===== config.mk =====
export PLATFORM = sky130hd
export DESIGN_NAME = mem_lsu_stage_flat
export DESIGN_NICKNAME = d
export VERILOG_FILES = /design/src/rtl/mem_lsu_stage_if.sv /design/src/rtl/mem_lsu_stage.sv /design/src/flat_wrapper.sv
export SDC_FILE = /design/constraint.sdc
export NUM_CORES = 1
export LEC_CHECK = 0
export ABC_CLOCK_PERIOD_IN_PS = 2300
export CAP_MARGIN = 20
export CORE_ASPECT_RATIO = 0.7
export CORE_UTILIZATION = 39
export DETAILED_ROUTE_END_ITERATION = 10
export PLACE_DENSITY = 0.8
export SLEW_MARGIN = 40
export SYNTH_ARGS = -nofsm -noshare
export SYNTH_HDL_FRONTEND = slang
export SYNTH_SLANG_ARGS = --single-unit

===== constraint.sdc =====
create_clock -name clk -period 2.3 [get_ports clk]
set_clock_uncertainty 0.2 [all_clocks]
set_input_delay 0.23 -clock clk [delete_from_list [all_inputs] [get_ports clk]]
set_output_delay 0.23 -clock clk [all_outputs]
set_load 0.02 [all_outputs]

===== src/rtl/mem_lsu_stage_if.sv =====
// Request/response bus between the MEM-stage load/store unit and a
// variable-latency data memory.
interface mem_lsu_stage_if #(
  parameter int XLEN   = 32,
  parameter int ADDR_W = 32
);
  logic                req_valid;
  logic                req_ready;
  logic                req_we;
  logic [ADDR_W-1:0]   req_addr;
  logic [XLEN/8-1:0]   req_be;
  logic [XLEN-1:0]     req_wdata;
  logic                rvalid;
  logic [XLEN-1:0]     rdata;

  modport master (
    output req_valid, req_we, req_addr, req_be, req_wdata,
    input  req_ready, rvalid, rdata
  );

  modport slave (
    input  req_valid, req_we, req_addr, req_be, req_wdata,
    output req_ready, rvalid, rdata
  );
endinterface


===== src/rtl/mem_lsu_stage.sv =====
// MEM-stage load/store unit: aligns and issues one data-memory access per
// load/store over a valid/ready bus, extends load data and flags faults.
module mem_lsu_stage #(
  parameter int XLEN           = 32,
  parameter int ADDR_W         = 32,
  parameter int TIMEOUT_CYCLES = 64
) (
  input  logic              clk,
  input  logic              reset_n,
  input  logic              in_valid,
  input  logic              in_is_store,
  input  logic [2:0]        in_funct3,
  input  logic [ADDR_W-1:0] in_addr,
  input  logic [XLEN-1:0]   in_store_data,
  output logic              stall,
  output logic              out_valid,
  output logic [XLEN-1:0]   out_load_data,
  output logic              out_exc,
  output logic [1:0]        out_exc_cause,
  mem_lsu_stage_if.master   mem
);
  localparam int NB    = XLEN / 8;
  localparam int OFF_W = $clog2(NB);
  localparam int CNT_W = $clog2(TIMEOUT_CYCLES) + 1;
  localparam logic [CNT_W-1:0] CNT_LAST = CNT_W'(TIMEOUT_CYCLES - 1);

  typedef enum logic [1:0] {IDLE, REQ, WAIT, DONE} state_t;

  state_t            state, state_n;
  logic [CNT_W-1:0]  cnt;
  logic [ADDR_W-1:0] addr_q;
  logic [NB-1:0]     be_q;
  logic [XLEN-1:0]   wdata_q;
  logic              we_q;
  logic [2:0]        funct3_q;
  logic [2:0]        off_q;
  logic [XLEN-1:0]   load_q;
  logic              exc_q;
  logic [1:0]        cause_q;

  logic [2:0]  off;
  logic [7:0]  size_mask;
  logic [63:0] sd64;
  logic [63:0] sd_masked;
  logic        misaligned;
  logic        unsupported;
  logic [1:0]  dec_cause;
  logic [7:0]  be_full;
  logic [63:0] wdata_full;
  logic [63:0] rshift;
  logic [63:0] load_ext;
  logic        timeout;

  // Offset is kept 3 bits wide so the doubleword check is uniform at XLEN=32.
  assign off        = 3'(in_addr[OFF_W-1:0]);
  assign sd64       = 64'(in_store_data);
  assign be_full    = size_mask << off;
  assign wdata_full = sd_masked << {off, 3'b000};

  always_comb begin
    size_mask   = 8'h01;
    sd_masked   = '0;
    misaligned  = 1'b0;
    unsupported = 1'b0;
    dec_cause   = 2'd0;
    case (in_funct3[1:0])
      2'd0: begin size_mask = 8'h01; sd_masked = {56'h0, sd64[7:0]};  misaligned = 1'b0;      end
      2'd1: begin size_mask = 8'h03; sd_masked = {48'h0, sd64[15:0]}; misaligned = off[0];    end
      2'd2: begin size_mask = 8'h0F; sd_masked = {32'h0, sd64[31:0]}; misaligned = |off[1:0]; end
      default: begin size_mask = 8'hFF; sd_masked = sd64;             misaligned = |off;      end
    endcase
    if (in_is_store)
      unsupported = (XLEN == 32) ? (in_funct3 > 3'd2) : (in_funct3 > 3'd3);
    else
      unsupported = (in_funct3 == 3'b111) ||
                    ((XLEN == 32) && ((in_funct3 == 3'b011) || (in_funct3 == 3'b110)));
    if (unsupported)
      dec_cause = 2'd3;
    else if (misaligned)
      dec_cause = in_is_store ? 2'd2 : 2'd1;
  end

  assign rshift = 64'(mem.rdata) >> {off_q, 3'b000};

  always_comb begin
    load_ext = '0;
    case (funct3_q)
      3'b000:  load_ext = {{56{rshift[7]}},  rshift[7:0]};
      3'b001:  load_ext = {{48{rshift[15]}}, rshift[15:0]};
      3'b010:  load_ext = {{32{rshift[31]}}, rshift[31:0]};
      3'b011:  load_ext = rshift;
      3'b100:  load_ext = {56'h0, rshift[7:0]};
      3'b101:  load_ext = {48'h0, rshift[15:0]};
      3'b110:  load_ext = {32'h0, rshift[31:0]};
      default: load_ext = '0;
    endcase
  end

  // A response in the last allowed WAIT cycle still completes normally.
  assign timeout = ((state == REQ) || ((state == WAIT) && !mem.rvalid)) && (cnt == CNT_LAST);

  always_comb begin
    state_n = state;
    case (state)
      IDLE: if (in_valid) state_n = (dec_cause != 2'd0) ? DONE : REQ;
      REQ: begin
        if (timeout)            state_n = DONE;
        else if (mem.req_ready) state_n = WAIT;
      end
      WAIT: if (mem.rvalid || timeout) state_n = DONE;
      default: state_n = IDLE;
    endcase
  end

  always_ff @(posedge clk) begin
    if (!reset_n) begin
      state    <= IDLE;
      cnt      <= '0;
      addr_q   <= '0;
      be_q     <= '0;
      wdata_q  <= '0;
      we_q     <= 1'b0;
      funct3_q <= '0;
      off_q    <= '0;
      load_q   <= '0;
      exc_q    <= 1'b0;
      cause_q  <= '0;
    end else begin
      state   <= state_n;
      cnt     <= ((state == REQ) || (state == WAIT)) ? cnt + CNT_W'(1) : '0;
      load_q  <= '0;
      exc_q   <= 1'b0;
      cause_q <= '0;
      case (state)
        IDLE: begin
          if (in_valid) begin
            if (dec_cause != 2'd0) begin
              exc_q   <= 1'b1;
              cause_q <= dec_cause;
            end else begin
              addr_q   <= in_addr & ~ADDR_W'(NB - 1);
              be_q     <= be_full[NB-1:0];
              wdata_q  <= wdata_full[XLEN-1:0];
              we_q     <= in_is_store;
              funct3_q <= in_funct3;
              off_q    <= off;
            end
          end
        end
        REQ, WAIT: begin
          if (timeout) begin
            exc_q   <= 1'b1;
            cause_q <= 2'd3;
          end else if ((state == WAIT) && mem.rvalid && !we_q) begin
            load_q <= load_ext[XLEN-1:0];
          end
        end
        default: ;
      endcase
    end
  end

  assign stall         = in_valid & ~out_valid;
  assign out_valid     = (state == DONE);
  assign out_load_data = load_q;
  assign out_exc       = exc_q;
  assign out_exc_cause = cause_q;

  assign mem.req_valid = (state == REQ);
  assign mem.req_we    = we_q;
  assign mem.req_addr  = addr_q;
  assign mem.req_be    = be_q;
  assign mem.req_wdata = wdata_q;
endmodule


===== src/flat_wrapper.sv =====
// flat-port wrapper written by rule: the top's interface ports become plain ports
module mem_lsu_stage_flat 
#(
  parameter int XLEN           = 32,
  parameter int ADDR_W         = 32,
  parameter int TIMEOUT_CYCLES = 64
)
  (clk, reset_n, in_valid, in_is_store, in_funct3, in_addr, in_store_data, stall, out_valid, out_load_data, out_exc, out_exc_cause, mem_req_valid, mem_req_we, mem_req_addr, mem_req_be, mem_req_wdata, mem_req_ready, mem_rvalid, mem_rdata);
  mem_lsu_stage_if #(.XLEN(XLEN), .ADDR_W(ADDR_W)) mem_i ();
  input  logic clk;
  input  logic reset_n;
  input  logic in_valid;
  input  logic in_is_store;
  input  logic [2:0] in_funct3;
  input  logic [ADDR_W-1:0] in_addr;
  input  logic [XLEN-1:0] in_store_data;
  output logic stall;
  output logic out_valid;
  output logic [XLEN-1:0] out_load_data;
  output logic out_exc;
  output logic [1:0] out_exc_cause;
  output wire logic [$bits(mem_i.req_valid)-1:0] mem_req_valid;
  output wire logic [$bits(mem_i.req_we)-1:0] mem_req_we;
  output wire logic [$bits(mem_i.req_addr)-1:0] mem_req_addr;
  output wire logic [$bits(mem_i.req_be)-1:0] mem_req_be;
  output wire logic [$bits(mem_i.req_wdata)-1:0] mem_req_wdata;
  input wire logic [$bits(mem_i.req_ready)-1:0] mem_req_ready;
  input wire logic [$bits(mem_i.rvalid)-1:0] mem_rvalid;
  input wire logic [$bits(mem_i.rdata)-1:0] mem_rdata;
  assign mem_req_valid = mem_i.req_valid;
  assign mem_req_we = mem_i.req_we;
  assign mem_req_addr = mem_i.req_addr;
  assign mem_req_be = mem_i.req_be;
  assign mem_req_wdata = mem_i.req_wdata;
  assign mem_i.req_ready = mem_req_ready;
  assign mem_i.rvalid = mem_rvalid;
  assign mem_i.rdata = mem_rdata;
  mem_lsu_stage #(.XLEN(XLEN), .ADDR_W(ADDR_W), .TIMEOUT_CYCLES(TIMEOUT_CYCLES)) u_core (.clk(clk), .reset_n(reset_n), .in_valid(in_valid), .in_is_store(in_is_store), .in_funct3(in_funct3), .in_addr(in_addr), .in_store_data(in_store_data), .stall(stall), .out_valid(out_valid), .out_load_data(out_load_data), .out_exc(out_exc), .out_exc_cause(out_exc_cause), .mem(mem_i));
endmodule

# After elaboration in Yosys (flattened, before gate mapping)

Cells that the tools add are included.

Flip-flop bits (word level): 116
Output and inout bits: 107
Logic and storage cells: 83

Add/sub/neg operators: 1
$lt $le $gt $ge: 1
Equality and inequality tests: 18
Shift operators: 3
Multiplexer cells: 22
Bitwise operators: 6
Reductions and logical operators: 21

Operator list:

| kind                | count |
|---|---|
| $pmux 32 s7         | 1 |
| $pmux 32 s2         | 1 |
| $shl 32x5->32       | 1 |
| $shr 32x5->32       | 1 |
| $pmux 8 s3          | 1 |
| $mux 2              | 11 |
| $eq 3x3->1 const B  | 5 |
| $eq 3x2->1 const B  | 3 |
| $shl 8x2->4         | 1 |
| $add 7x1->7 const B | 1 |
| $eq 7x6->1 const B  | 1 |
| $eq 2x2->1 const B  | 3 |
| $pmux 2 s3          | 1 |
| $reduce_and 3->1    | 2 |
| $logic_or 1x1->1    | 5 |
| $not 1->1           | 5 |
| $eq 2x1->1 const B  | 2 |
| $logic_and 1x1->1   | 4 |
| $logic_not 2->1     | 2 |
| $mux 1              | 4 |
| $ne 2x2->1 const B  | 2 |
| $pmux 1 s2          | 2 |
| $pmux 2 s2          | 1 |
| $reduce_or 2->1     | 2 |
| 9 further kinds     | 10 |

# Logic depth before layout (Yosys ltp)

Depth after elaboration: 9
Depth in mapped cells: 8
Mapped depth without buffers: 6

# Worst setup path before layout

No wires, ideal clock.

Path kind: register -> register
Start: register u_core.state[0]
End: register u_core.load_q[2], in the netlist u_core.out_load_data[2]
Library setup time: 86 ps
Data arrival time: 1835 ps
Data required time: 2014 ps
Slack: 179 ps
Cell stages (with the launch flop): 8
Path buffers: 1
Period minus slack after synthesis: 2121 ps
Path through: dfxtp_1 -> inv_1 -> ha_1 -> nand2_1 -> or3_1 -> a211o_1 -> clkbuf_1 -> a211oi_1

Word-level cells in the longest chain between the ends: 5
Elaborated cells on any way between the ends: 11
Classes of those cells: 2 x eq/ne; 2 x bitwise; 7 x reduce/logical

RTL lines:

| item                                                  | RTL line                                                         | source |
|---|---|---|
| from (decl)                                           | mem_lsu_stage.sv:29                                              | `state_t state, state_n;` |
| from (signal assigned)                                | mem_lsu_stage.sv:129                                             | `state <= state_n;` |
| $eq 2x2->1                                            | mem_lsu_stage.sv:100, mem_lsu_stage.sv:134, mem_lsu_stage.sv:154 |  |
| $logic_and 1x1->1, on equally long branches           | mem_lsu_stage.sv:100, mem_lsu_stage.sv:154                       |  |
| $logic_or 1x1->1 or $logic_and 1x1->1 (tied branches) | mem_lsu_stage.sv:100, mem_lsu_stage.sv:154                       |  |
| $logic_and 1x1->1 or $not 1->1 (tied branches)        | --                                                               |  |
| $reduce_or 4->1 (no line) *                           | --                                                               |  |
| to (signal assigned)                                  | mem_lsu_stage.sv:155                                             | `load_q <= load_ext[XLEN-1:0];` |
| to (decl)                                             | mem_lsu_stage.sv:37                                              | `logic [XLEN-1:0] load_q;` |

Every way passes the cells marked *; elsewhere a longest branch is shown, timed or not.
A chain may end at the register's enable or synchronous reset.

# Worst setup path after layout

Start: register u_core.state[1]
End: register u_core.load_q[6], in the netlist u_core.out_load_data[6]

Same word-level chain as after synthesis.

==> flow_metrics.tcl <==
set metrics [dict create \
    gp_congestion 0.892 \
    wp_data_required_ns 2.41 \
    ff_to_ff_path_depth 7 \
    timing.critical_path.fanout_max 32 \
    worstHoldPathType "input port to flop" \
    die_w_um 140 \
    clockBufferDepth 2 \
    die_height_um 98.8 \
    ys_dominant_reg_cell "sky130_fd_sc_hd__dfxtp_1" \
    hold_start "reset_n" \
    cap_violations 0 \
    detailedPlacementHpwl_mm 11.9 \
    placement_rows 34 \
    postRouteAntennaNets 0 \
    hold_path_depth 4 \
    grt_pass1_wl_mm 25.6 \
    port_buf_inserts 209 \
    synth_top_cell_by_area "sky130_fd_sc_hd__dfxtp_1" \
    asyncSetResetFlopFracSynth 0 \
    grt_overflow_total 0 \
    critical_path_class "flop to flop" \
    routedLengthMet1_mm 7.47 \
    comb_power_share 0.239 \
    ioPinCount 212 \
    timing.final.max_slew_violations 0 \
    wl_met2_mm 6.92 \
    setup_viol_count_final 0 \
    yosysSeqAreaShare 0.445 \
    yosysMostFrequentCell "sky130_fd_sc_hd__nand2_1" \
    insertion_delay_ns 0.40 \
    final_hold_viol_count 0 \
    drt_drc_violations_left 0 \
    synth.cell_area_um2 5220 \
    yosys_warnings 0 \
    status "finished, final reports clean" \
    hold-path-endpoint "u_core.cnt[0]" \
    netSwitchingFraction 0.282 \
    grt.total_usage 0.237 \
    crit_path_start_kind "flop" \
    synth-seq-cells 116 \
    synth_enable_flop_cells 0 \
    synth_top_area_frac 0.445 \
    dieArea_um2 13900 \
    timing.critical_path.slowest_stage_cell "sky130_fd_sc_hd__dfxtp_1" \
    critical-path-top-delay-family "compound AO/OA/AOI/OAI gates" \
    max_freq_ghz 0.460 \
    report.power.total_w 0.00668 \
    worstSetupEndpointType "flop" \
    antenna_found_initial 0 \
    cts.htree.levels 4 \
    cp_data_arrival_time_ns 2.28 \
    synth_area_per_cell_um2 8.26 \
    finalSetupTns_ns 0 \
    post_cts.repair.setup_buffers 0 \
    synthCells 632 \
    worst_ir_drop_vdd_mv 0.530 \
    cts_tree "done" \
    drt_first_iter_violations 388 \
    synthToLayoutAreaGrowth_pct 57.9 \
    power_density_nw_per_um2 810 \
    antenna-diode-count 0 \
    initial_utilization 0.411 \
    netlist_top_cells_area "sky130_fd_sc_hd__dfxtp_1 (44%), sky130_fd_sc_hd__nand2_1 (8.8%), sky130_fd_sc_hd__a21boi_0 (6.6%), sky130_fd_sc_hd__a21oi_1 (6.3%), sky130_fd_sc_hd__mux2i_1 (4.4%)" \
    critical_path.cell_chain "inv_1 > ha_1 > nand2_1 > or3_1 > a211o_1 > buf_12 > a211oi_1" \
    grt_pass1_vias 4855 \
    top_layer_used "met4" \
    drt-total-wl_mm 16.2 \
    clock_power_share 0.422 \
    final_layout_size_suffix_gt1_frac 0.0946 \
    max_slew_margin 0.567 \
    ys_types 49 \
    clock_sinks 116 \
    p_seq_frac 0.339 \
    cell_internal_pwr_w 0.00480 \
    p_sw_w 0.00189 \
    worst-r2r-setup-slack_ns 0.13 \
    worst_r2r_endpoint "u_core.out_load_data[6]" \
    layout.nets 953 \
    route.detailed.wl_per_inst_um 15.9 \
    path_clk_slew_ns 0.06 \
    final.period_utilization 0.945 \
    clock-root-buffer "sky130_fd_sc_hd__clkbuf_16" \
    min_period_ns 2.17 \
    worst_path_largest_cell_delay_ns 0.38 \
    tritoncts_buffers 17 \
    fp.coreArea_um2 12700 \
    detailedRoute.firstPassIterationCount 6 \
    viasPerCell 5.11 \
    wl_met3_mm 1.66 \
    cp.buffers_inverters 2 \
    synth.cells.most_frequent "sky130_fd_sc_hd__nand2_1 (122), sky130_fd_sc_hd__dfxtp_1 (116), sky130_fd_sc_hd__a21oi_1 (66), sky130_fd_sc_hd__a21boi_0 (46), sky130_fd_sc_hd__o21ai_0 (43)" \
    cellLeakagePower_nw 2.98 \
    r2r_start "u_core.state[1]" \
    grt_start_max_net_pins 59 \
    dr_total_vias 5203 \
    grt_setup_unrepaired "no" \
    tightest_slew_ns 0.646 \
]
## worst max-delay path by stage
stage,start,endpoint,slack [ns],cells after the start
after floorplan,u_core.state[0],u_core.out_load_data[2],0.18,7
after global placement,in_funct3[0],u_core.mem.req_wdata[4],0.04,7
after detailed placement,in_funct3[0],u_core.mem.req_wdata[4],-0.04,7
after CTS,u_core.state[0],u_core.out_load_data[2],0.02,7
after global routing,u_core.state[1],u_core.out_load_data[6],0.008,7
final,u_core.state[1],u_core.out_load_data[6],0.13,7
## area by class of cell
| cell class | count | area (um2) |
|---|---|---|
| inverter | 7 | 26.3 |
| tap | 162 | 203 |
| clock buffer | 20 | 457 |
| sequential | 116 | 2320 |
| fill | 1066 | 4470 |
| timing repair buffer | 239 | 2390 |
| clock inverter | 12 | 178 |
| multi-input combinational | 462 | 2670 |
## layout by cell type, fill, tap and decap left out, types with 4 or more instances in the layout
cell and instances:
sky130_fd_sc_hd__a211oi_1 8, sky130_fd_sc_hd__a21boi_0 46, sky130_fd_sc_hd__a21boi_1 9, sky130_fd_sc_hd__a21oi_1 66, sky130_fd_sc_hd__and2_1 7, sky130_fd_sc_hd__and3_1 4
sky130_fd_sc_hd__buf_12 6, sky130_fd_sc_hd__buf_4 24, sky130_fd_sc_hd__bufinv_16 4, sky130_fd_sc_hd__clkbuf_16 17, sky130_fd_sc_hd__clkdlybuf4s50_1 208, sky130_fd_sc_hd__dfxtp_1 115
sky130_fd_sc_hd__ha_1 5, sky130_fd_sc_hd__inv_1 6, sky130_fd_sc_hd__mux2_2 10, sky130_fd_sc_hd__mux2i_1 23, sky130_fd_sc_hd__nand2_1 122, sky130_fd_sc_hd__nand3_1 19
sky130_fd_sc_hd__nand3b_1 9, sky130_fd_sc_hd__nor2_1 36, sky130_fd_sc_hd__nor2b_1 7, sky130_fd_sc_hd__nor3_1 4, sky130_fd_sc_hd__o211ai_1 9, sky130_fd_sc_hd__o21ai_0 43
## per-layer routing
| metal | GRT usage | vias to the layer above |
|---|---|---|
| met5 | 0 | - |
| met1 | 0.327 | 2323 |
| met3 | 0.0928 | 11 |
| li1 | - | 2617 |
| met4 | 0.0516 | 0 |
| met2 | 0.346 | 252 |
## cell families (layout without fill, tap and decap cells)
| family | after synthesis | count (layout) | synth area share |
|---|---|---|---|
| DFF | 116 | 116 | 0.445 |
| buffers and inverters | 55 | 278 | 0.0458 |
| and+or+nand+nor | 222 | 222 | 0.190 |
| xor gates and xnor gates | 4 | 4 | 0.00671 |
| adders and majority gates | 5 | 5 | 0.0120 |
| other | 1 | 2 | 0.000718 |
| AOI/OAI and AO/OA | 196 | 196 | 0.235 |
| muxes | 33 | 33 | 0.0656 |
## power by group through the flow
stage / Clock, W / Sequential, W / Combinational [W]
2_1_floorplan: 0 / 0.00244 / 0.000686
3_3_place_gp: 0 / 0.00230 / 0.00155
3_5_place_dp: 0 / 0.00230 / 0.00156
4_1_cts: 0.00286 / 0.00226 / 0.00158
5_1_grt: 0.00298 / 0.00229 / 0.00171
6_report: 0.00282 / 0.00227 / 0.00159
## timing repair
| item | 4_1_cts | 5_1_grt |
|---|---|---|
| resized for setup | 0 | 3 |
| hold buffers | 0 | 0 |
| setup endpoints to repair | 0 | 19 |
## stage by stage
step | utilization | cells | area [um2] | hold slack, ns | setup slack, ns
floorplan | - | 633 | 5230 | 0.165 | 0.179
global placement | 0.598 | 986 | 7600 | 0.233 | 0.0445
detailed placement | 0.598 | 986 | 7600 | 0.236 | -0.0406
CTS | 0.648 | 1018 | 8240 | 0.0368 | 0.0171
global route | 0.648 | 1018 | 8250 | 0.0581 | 0.00812
finish | 0.648 | 1018 | 8250 | 0.0610 | 0.126
## tightest hold or removal path, delay by kind of cell
kind          cells  cell delay [ns]
buf+inv           2             0.26
simple gates      2             0.12
## flip-flops by register name, summed over array words and instances, names as in the netlist
signal	count
u_core.state	2
u_core.mem.req_be	4
u_core.out_load_data	32
u_core.mem.req_wdata	32
u_core.out_exc_cause	2
u_core.mem.req_we	1
u_core.funct3_q	3
u_core.out_exc	1
u_core.mem.req_addr	30
u_core.off_q	2
u_core.cnt	7
No activity file was read; power rests on OpenSTA's default activity.
